## config.mk

```make
export PLATFORM = sky130hd
export DESIGN_NAME = mul_final_add
export DESIGN_NICKNAME = d
export VERILOG_FILES = /design/src/rtl/mul_final_add.sv
export SDC_FILE = /design/constraint.sdc
export NUM_CORES = 1
export LEC_CHECK = 0
export BUFFER_PORTS_ARGS = -buffer_cell sky130_fd_sc_hd__buf_2
export CORE_ASPECT_RATIO = 0.7
export CORE_MARGIN = 2
export CORE_UTILIZATION = 44
export CTS_CLUSTER_SIZE = 16
export DETAILED_ROUTE_END_ITERATION = 7
export HOLD_SLACK_MARGIN = 0.02
export PLACE_DENSITY = 0.76
export SLEW_MARGIN = 25
export SYNTH_ARGS = -nofsm -noshare
export SYNTH_HDL_FRONTEND = slang
export SYNTH_SLANG_ARGS = --single-unit
export TNS_END_PERCENT = 10
```

## constraint.sdc

```tcl
create_clock -name clk -period 4.7 [get_ports clk]
set_input_delay 0.94 -clock clk [delete_from_list [all_inputs] [get_ports clk]]
set_output_delay 0.94 -clock clk [all_outputs]
set_load 0.005 [all_outputs]
```

## src/rtl/mul_final_add.sv

```systemverilog
// Final carry-propagate add and word select for the multiply unit: S1 captures the tree vectors, S2 holds the result.
// Define MUL_SPLIT_ADD_EN to split the 66-bit add across both stages (low 33 bits in S1, high 33 bits in S2).
module mul_final_add #(
    parameter int WORD_WIDTH            = 32,
    parameter int SIGNED_WORD_WIDTH     = WORD_WIDTH + 1,
    parameter int PARTIAL_PRODUCT_WIDTH = 2 * SIGNED_WORD_WIDTH,
    parameter int TAG_WIDTH             = 6
) (
    input  logic                             clk,
    input  logic                             rst,
    input  logic                             flush,
    input  logic                             in_valid,
    output logic                             in_ready,
    input  logic [PARTIAL_PRODUCT_WIDTH-1:0] mul_add_a,
    input  logic [PARTIAL_PRODUCT_WIDTH-1:0] mul_add_b,
    input  logic [1:0]                       mul_op,
    input  logic [TAG_WIDTH-1:0]             in_tag,
    output logic                             out_valid,
    input  logic                             out_ready,
    output logic [WORD_WIDTH-1:0]            out_result,
    output logic [TAG_WIDTH-1:0]             out_tag
);

    localparam int PW = PARTIAL_PRODUCT_WIDTH;
    localparam int LW = SIGNED_WORD_WIDTH;
    localparam int HW = PW - LW;

    function automatic logic [WORD_WIDTH-1:0] select_word(input logic [PW-1:0] p, input logic [1:0] op);
        return (op == 2'b00) ? p[WORD_WIDTH-1:0] : p[2*WORD_WIDTH-1:WORD_WIDTH];
    endfunction

    logic                  vld_p1_q, vld_p2_q;
    logic [1:0]            op_p1_q;
    logic [TAG_WIDTH-1:0]  tag_p1_q, tag_p2_q;
    logic [WORD_WIDTH-1:0] result_p2_q, result_d;
    logic [PW-1:0]         sum_d;
    logic                  s1_adv, s2_adv, accept;

    assign s2_adv   = !vld_p2_q || out_ready;
    assign s1_adv   = vld_p1_q && s2_adv;
    assign in_ready = !vld_p1_q || s2_adv;
    assign accept   = in_valid && in_ready;

`ifdef MUL_SPLIT_ADD_EN
    logic [LW-1:0] lo_p1_q;
    logic          cy_p1_q;
    logic [HW-1:0] ahi_p1_q, bhi_p1_q;
    logic [LW:0]   lo_d;
    logic [HW-1:0] hi_d;

    assign lo_d  = {1'b0, mul_add_a[LW-1:0]} + {1'b0, mul_add_b[LW-1:0]};
    assign hi_d  = ahi_p1_q + bhi_p1_q + {{(HW-1){1'b0}}, cy_p1_q};
    assign sum_d = {hi_d, lo_p1_q};

    // ---- S1: low half add, high halves captured ----
    always_ff @(posedge clk) begin
        if (rst) begin
            lo_p1_q  <= '0;
            cy_p1_q  <= 1'b0;
            ahi_p1_q <= '0;
            bhi_p1_q <= '0;
        end else if (accept && !flush) begin
            lo_p1_q  <= lo_d[LW-1:0];
            cy_p1_q  <= lo_d[LW];
            ahi_p1_q <= mul_add_a[PW-1:LW];
            bhi_p1_q <= mul_add_b[PW-1:LW];
        end
    end
`else
    logic [PW-1:0] a_p1_q, b_p1_q;

    assign sum_d = a_p1_q + b_p1_q;

    // ---- S1: raw redundant operands captured ----
    always_ff @(posedge clk) begin
        if (rst) begin
            a_p1_q <= '0;
            b_p1_q <= '0;
        end else if (accept && !flush) begin
            a_p1_q <= mul_add_a;
            b_p1_q <= mul_add_b;
        end
    end
`endif

    assign result_d = select_word(sum_d, op_p1_q);

    // ---- S1 control, op and tag ----
    always_ff @(posedge clk) begin
        if (rst) begin
            vld_p1_q <= 1'b0;
            op_p1_q  <= '0;
            tag_p1_q <= '0;
        end else if (flush) begin
            vld_p1_q <= 1'b0;
        end else if (accept) begin
            vld_p1_q <= 1'b1;
            op_p1_q  <= mul_op;
            tag_p1_q <= in_tag;
        end else if (s1_adv) begin
            vld_p1_q <= 1'b0;
        end
    end

    // ---- S2: result register, drives the output port directly ----
    always_ff @(posedge clk) begin
        if (rst) begin
            vld_p2_q    <= 1'b0;
            result_p2_q <= '0;
            tag_p2_q    <= '0;
        end else if (flush) begin
            vld_p2_q <= 1'b0;
        end else if (s2_adv) begin
            vld_p2_q <= vld_p1_q;
            if (vld_p1_q) begin
                result_p2_q <= result_d;
                tag_p2_q    <= tag_p1_q;
            end
        end
    end

    assign out_valid  = vld_p2_q;
    assign out_result = result_p2_q;
    assign out_tag    = tag_p2_q;

endmodule
```

==> impl_metrics.env, run 1 <==
export IMPL_layout_commonest_cell="nand2_1"
export IMPL_hold_viol=0
export IMPL_switching_share=0.278
export IMPL_drc=0
export IMPL_worstPathRequired_ns=5.06
export IMPL_cts_buffer_depth=2
export IMPL_yosys_top_cells_area="dfxtp_1 (34%), nand2_1 (13%), a21oi_1 (11%)"
export IMPL_die_h_um=132
export IMPL_drtPass1Iterations=8
export IMPL_dpl_hpwl_mm=22.6
export IMPL_synth_simple_area_share=0.223
export IMPL_multiInputGateArea_mm2=0.00634
export IMPL_hold_slack_ns=0.455
export IMPL_fin_crit_sh=0.715
export IMPL_criticalPathCategory="reg2reg"
export IMPL_drt_wirelength_per_cell_um=16.8
export IMPL_syn_to_final_growth_pct=15.3
export IMPL_p_clk_frac=0.406
export IMPL_r2r_slack_ns=1.34
export IMPL_cts_tree="built"
export IMPL_clockRootBuffer="clkbuf_16"
export IMPL_max_freq_mhz=298
export IMPL_fillCellCount=2303
export IMPL_synth_top_area_share=0.343
export IMPL_ctsHoldBuffers=0
export IMPL_maxSlewHeadroom=0.403
export IMPL_synthMuxAreaShare=0.00207
export IMPL_cts_buffers=17
export IMPL_crit_fanout=7
export IMPL_worstMarginPinSlew_ns=0.895
export IMPL_final_max_slew_violation_count=0
export IMPL_place_gp_congestion=0.935
export IMPL_cts_clk_slew_worst_paths_ns=0.07
export IMPL_drive_above_1_share=0.176
export IMPL_synth_compound_area_frac=0.268
export IMPL_seq_area_mm2=0.00352
export IMPL_crit_arrival_ns=3.72
export IMPL_postSynthAreaPerCell_um2=7.50
export IMPL_ys_async_sr_fraction=0
export IMPL_synthFlopType="dfxtp_1"
export IMPL_track_usage=0.242
export IMPL_synth_xor_area_frac=0.0443
export IMPL_place_area_mm2=0.0113
export IMPL_synth_area_leader_cell="dfxtp_1"
export IMPL_ir_drop_mv=0.262
export IMPL_syn_cell_area_mm2=0.0103
export IMPL_row_count=46
export IMPL_synth_edf_count=0
export IMPL_rsz0062_at_grt="false"
export IMPL_final_setup_viol_count=0
export IMPL_diodes=0
export IMPL_synth_cell_types=81
export IMPL_syn_nets=1579
export IMPL_cts_setup_buffers=0
export IMPL_overflow=0
export IMPL_io_buffers=180
export IMPL_io_pins=185
export IMPL_stdcell_area_mm2=0.0119
export IMPL_ant_nets=0
export IMPL_grt_pass1_wl_mm=48.5
export IMPL_outcome="finished, final reports clean"
export IMPL_initial_core_util=0.451
export IMPL_clock_sinks=176
export IMPL_grt_max_degree=137
export IMPL_setup_tns_ns=0
export IMPL_route_final_wire_length_mm=30.3
export IMPL_die_area_mm2=0.0246
export IMPL_seq_area_frac_synth=0.343
export IMPL_antenna_found_initial=2
export IMPL_pwr_density_cell_mw_per_mm2=296
export IMPL_leakage_nw=5.15
export IMPL_drt_iter0_markers=754
export IMPL_max_cap_violations=0
export IMPL_skew_ns=0.0106
export IMPL_internal_power_w=0.00254
export IMPL_htreeDepth=4
export IMPL_grt_pass1_vias=9281
export IMPL_synth_top_family_by_area="compound AO/OA/AOI/OAI gates"
export IMPL_vias=10100
export IMPL_p_comb_frac=0.140
export IMPL_yosys_warnings=0
export IMPL_die_w_um=187
export IMPL_setup_worst_path_start_class="flop"
export IMPL_end_kind="flop"
export IMPL_p_sw_w=0.000978
export IMPL_synth_adder_area_share=0.0786
export IMPL_clock_latency_ns=0.45
export IMPL_finalNetCount=1692
export IMPL_cts_resized_gates=0
export IMPL_fp_coreArea_mm2=0.0228
export IMPL_hold_class="reg2reg"
export IMPL_syn_inst=1370
export IMPL_final_cell_mix="nand2_1 (346), a21oi_1 (225), buf_2 (179)"
export IMPL_ys_ff_latch=176
export IMPL_vias_per_cell=5.58
export IMPL_finalCriticalPeriod_ns=3.36
export IMPL_power_frac_seq=0.454
-- cell type report --
class,count,area share
multi-input combinational,1089,0.535
inverter,11,0.00348
sequential,176,0.297
timing repair buffer,188,0.0823
clock buffer,18,0.0371
tap,312,0.0329
clock inverter,12,0.0116
-- power by group through the flow --
stage / clock network, W / registers [W] / logic, W
final: 0.00143 / 0.00159 / 0.000492
after global routing: 0.00150 / 0.00160 / 0.000546
after CTS: 0.00145 / 0.00159 / 0.000488
after detailed placement: 0 / 0.00163 / 0.000484
after global placement: 0 / 0.00163 / 0.000478
after floorplan: 0 / 0.00162 / 0.000326
-- synth_stat cells, types with 4 or more instances --
master,count
o211ai_1,7
xor2_1,17
buf_1,4
a21oi_1,225
o21ai_0,40
xnor2_1,35
a31oi_1,12
o21bai_1,12
clkbuf_1,72
or3_1,9
nand2_1,346
nand3_1,20
a21oi_2,7
o21ai_1,13
inv_1,11
ha_1,63
a211oi_2,4
and3_1,6
and2_1,7
a211oi_1,13
nor3_1,26
nand4_1,22
a21o_1,53
nor3_2,5
nor2_1,64
buf_2,15
a311oi_1,8
dfxtp_1,176
-- routing by layer --
metal / vias up / wire [um] / track usage
met1: 4648 / 15200 / 0.370
met2: 367 / 12100 / 0.342
li1: 5036 / - / -
met5: - / 13 / 0
met3: 23 / 2540 / 0.0530
met4: 2 / 357 / 0.0578
-- state kept, by name (all words and copies together) (netlist names) --
name,count
out_result,32
vld_p1_q,1
out_valid,1
tag_p1_q,6
out_tag,6
a_p1_q,64
op_p1_q,2
b_p1_q,64
-- logic make-up after synthesis --
kind of cell,after synthesis
adders and majority gates,64
and+or+nand+nor,530
AOI/OAI and AO/OA,441
DFF,176
buffers and inverters,105
muxes,2
xor gates and xnor gates,52
-- path summary, 6_finish.rpt --
check             depth (start not counted)                          end                startpoint
hold reg to reg                           2     tag_p1_q[1]$_SDFFE_PP0P_  tag_p1_q[1]$_SDFFE_PP0P_
setup / recovery                         11  out_result[31]$_SDFFE_PP0P_    a_p1_q[6]$_SDFFE_PP0P_
hold / removal                            2     tag_p1_q[1]$_SDFFE_PP0P_  tag_p1_q[1]$_SDFFE_PP0P_
setup reg to reg                         11  out_result[31]$_SDFFE_PP0P_    a_p1_q[6]$_SDFFE_PP0P_
-- worst max-delay path: stages (launching register included) --
cell       delay, ns
dfxtp_1         0.33
ha_1            0.41
a2111oi_0       0.46
o21ai_1         0.23
nand4_1         0.24
a21oi_2         0.15
a31o_2          0.31
a311oi_1        0.47
a21o_1          0.18
o21ai_1         0.13
xnor2_1         0.15
a211oi_1        0.22
-- per-stage QoR --
step           utilization  worst slack [ns]  instances  total power [W]
6_report             0.520              1.34       1806          0.00351
5_1_grt              0.520              1.09       1806          0.00365
4_1_cts              0.520              1.45       1806          0.00353
3_5_place_dp         0.495              1.47       1776          0.00211
3_3_place_gp         0.495              1.52       1776          0.00210
2_1_floorplan            -              1.96       1370          0.00194
No activity file was read; power rests on OpenSTA's default activity.
==> run 2: changes to the inputs <==
==> constraint.sdc (replaced) <==
create_clock -name clk -period 3.5 [get_ports clk]
set_input_delay 0.7 -clock clk [delete_from_list [all_inputs] [get_ports clk]]
set_output_delay 0.7 -clock clk [all_outputs]
set_load 0.005 [all_outputs]
==> run 2 against run 1 <==
Effect of this change:
- first-iteration DRC count is 17% lower
- maximum frequency is 0.21% higher
- power is 37% higher
- combinational power is 36% higher
- die area stayed put
- global-route usage is 0.53 points higher
- sequential share of layout area is 0.29 points lower
- sequential cell count stayed put
- critical path depth stayed put
- via count is 0.78% higher
==> impl_metrics.env, run 2 (synthesized netlist as in run 1, its figures left out) <==
export IMPL_ctsHoldBuffers=0
export IMPL_cts_buffers=17
export IMPL_diodes=0
export IMPL_dp_slack_ns=0.220
export IMPL_final_max_slew_violation_count=0
export IMPL_drt_iter0_markers=625
export IMPL_ir_drop_mv=0.363
export IMPL_die_w_um=187
export IMPL_finalNonFillerCells=1813
export IMPL_grt_pass1_vias=9454
export IMPL_place_area_mm2=0.0114
export IMPL_p_comb_frac=0.140
export IMPL_setup_ws_ns=0.148
export IMPL_setup_worst_path_start_class="flop"
export IMPL_crit_arrival_ns=3.72
export IMPL_criticalPathCategory="reg2reg"
export IMPL_switching_share=0.275
export IMPL_antenna_found_initial=0
export IMPL_clock_sinks=176
export IMPL_row_count=46
export IMPL_place_gp_congestion=0.936
export IMPL_syn_to_final_growth_pct=16.4
export IMPL_max_cap_violations=0
export IMPL_vias_per_cell=5.60
export IMPL_drc=0
export IMPL_skew_ns=0.0113
export IMPL_route_final_wire_length_mm=30.8
export IMPL_io_buffers=180
export IMPL_internal_power_w=0.00349
export IMPL_final_cell_mix="nand2_1 (346), a21oi_1 (225), buf_2 (179)"
export IMPL_grt_pass1_wl_mm=49.2
export IMPL_drt_wirelength_per_cell_um=17.0
export IMPL_grt_use_met1=0.366
export IMPL_cts_clk_slew_worst_paths_ns=0.07
export IMPL_overflow=0
export IMPL_grt_busiest_layer="met1"
export IMPL_drtPass1Iterations=6
export IMPL_cts_tree="built"
export IMPL_final_setup_viol_count=0
export IMPL_dpl_hpwl_mm=23.1
export IMPL_drive_above_1_share=0.180
export IMPL_grtUsageMet3=0.0604
export IMPL_end_kind="flop"
export IMPL_ant_nets=0
export IMPL_p_clk_frac=0.415
export IMPL_track_usage=0.248
export IMPL_worstMarginPinSlew_ns=0.659
export IMPL_power_frac_seq=0.446
export IMPL_clockRootBuffer="clkbuf_16"
export IMPL_cts_buffer_depth=2
export IMPL_rsz0062_at_grt="false"
export IMPL_crit_fanout=6
export IMPL_die_h_um=132
export IMPL_use_met2=0.354
export IMPL_finalCriticalPeriod_ns=3.35
export IMPL_clock_latency_ns=0.45
export IMPL_initial_core_util=0.451
export IMPL_setup_tns_ns=0
export IMPL_stdcell_area_mm2=0.0120
export IMPL_layout_commonest_cell="nand2_1"
export IMPL_htreeDepth=4
export IMPL_leakage_nw=5.21
export IMPL_power_total_w=0.00481
export IMPL_vias=10200
export IMPL_fp_coreArea_mm2=0.0228
export IMPL_hold_viol=0
export IMPL_finalNetCount=1698
export IMPL_pwr_density_cell_mw_per_mm2=402
export IMPL_outcome="finished, final reports clean"
export IMPL_die_area_mm2=0.0246
export IMPL_maxSlewHeadroom=0.559
export IMPL_io_pins=185
export IMPL_dp_cells=1781
export IMPL_hold_class="reg2reg"
export IMPL_grt_max_degree=137
export IMPL_fin_crit_sh=0.958
export IMPL_max_freq_mhz=298
export IMPL_worstPathRequired_ns=3.87
export IMPL_p_sw_w=0.00132
==> run 2: worst paths after layout <==
check	startpoint	end	cells after the start	slack, ns
min reg2reg	tag_p1_q[1]$_SDFFE_PP0P_	out_tag[1]$_SDFFE_PP0P_	2	0.45
min	tag_p1_q[1]$_SDFFE_PP0P_	out_tag[1]$_SDFFE_PP0P_	2	0.45
max reg2reg	a_p1_q[18]$_SDFFE_PP0P_	out_result[31]$_SDFFE_PP0P_	11	0.15
max	a_p1_q[18]$_SDFFE_PP0P_	out_result[31]$_SDFFE_PP0P_	11	0.15
==> run 2: cell type report <==
cell class | count | area (um2)
inverter | 11 | 41.3
clock buffer | 19 | 443
fill | 2257 | 10800
clock inverter | 12 | 160
timing repair buffer | 194 | 1060
sequential | 176 | 3520
tap | 312 | 390
multi-input combinational | 1089 | 6350
==> run 2: stage by stage <==
stage	utilization	hold WS, ns
after floorplan	-	0.432
after global placement	0.498	0.436
after detailed placement	0.498	0.446
after CTS	0.524	0.454
after global routing	0.525	0.467
final	0.525	0.450
==> run 2: timing repair <==
| action | 4_1_cts | 5_1_grt |
|---|---|---|
| buffers inserted | 0 | 1 |
| resized for setup | 0 | 1 |
| setup endpoints to repair | 0 | 2 |
| endpoints found under the hold margin | 0 | 0 |
==> run 2: metal layers <==
layer / up-vias / routed length [um] / share of wire
li1: 5039 / - / -
met1: 4698 / 15000 / 0.49
met2: 388 / 12400 / 0.40
met3: 30 / 2850 / 0.093
met4: 0 / 507 / 0.016
met5: - / 0 / 0
==> run 2: power groups by stage <==
stage          clock network, W  logic, W  registers, W
6_report                0.00200  0.000671       0.00214
3_5_place_dp                  0  0.000661       0.00219
3_3_place_gp                  0  0.000649       0.00218
2_1_floorplan                 0  0.000438       0.00217
5_1_grt                 0.00210  0.000748       0.00215
4_1_cts                 0.00202  0.000666       0.00214
==> run 2: critical path, cell delays in order, from the launching register on <==
cell       delay [ns]
dfxtp_1          0.32
ha_1             0.38
a21oi_1          0.33
o21ai_1          0.22
a2111oi_4        0.35
a21oi_2          0.16
a31o_2           0.30
a311oi_1         0.49
a21o_1           0.17
o21ai_1          0.15
xnor2_1          0.17
a211oi_1         0.23
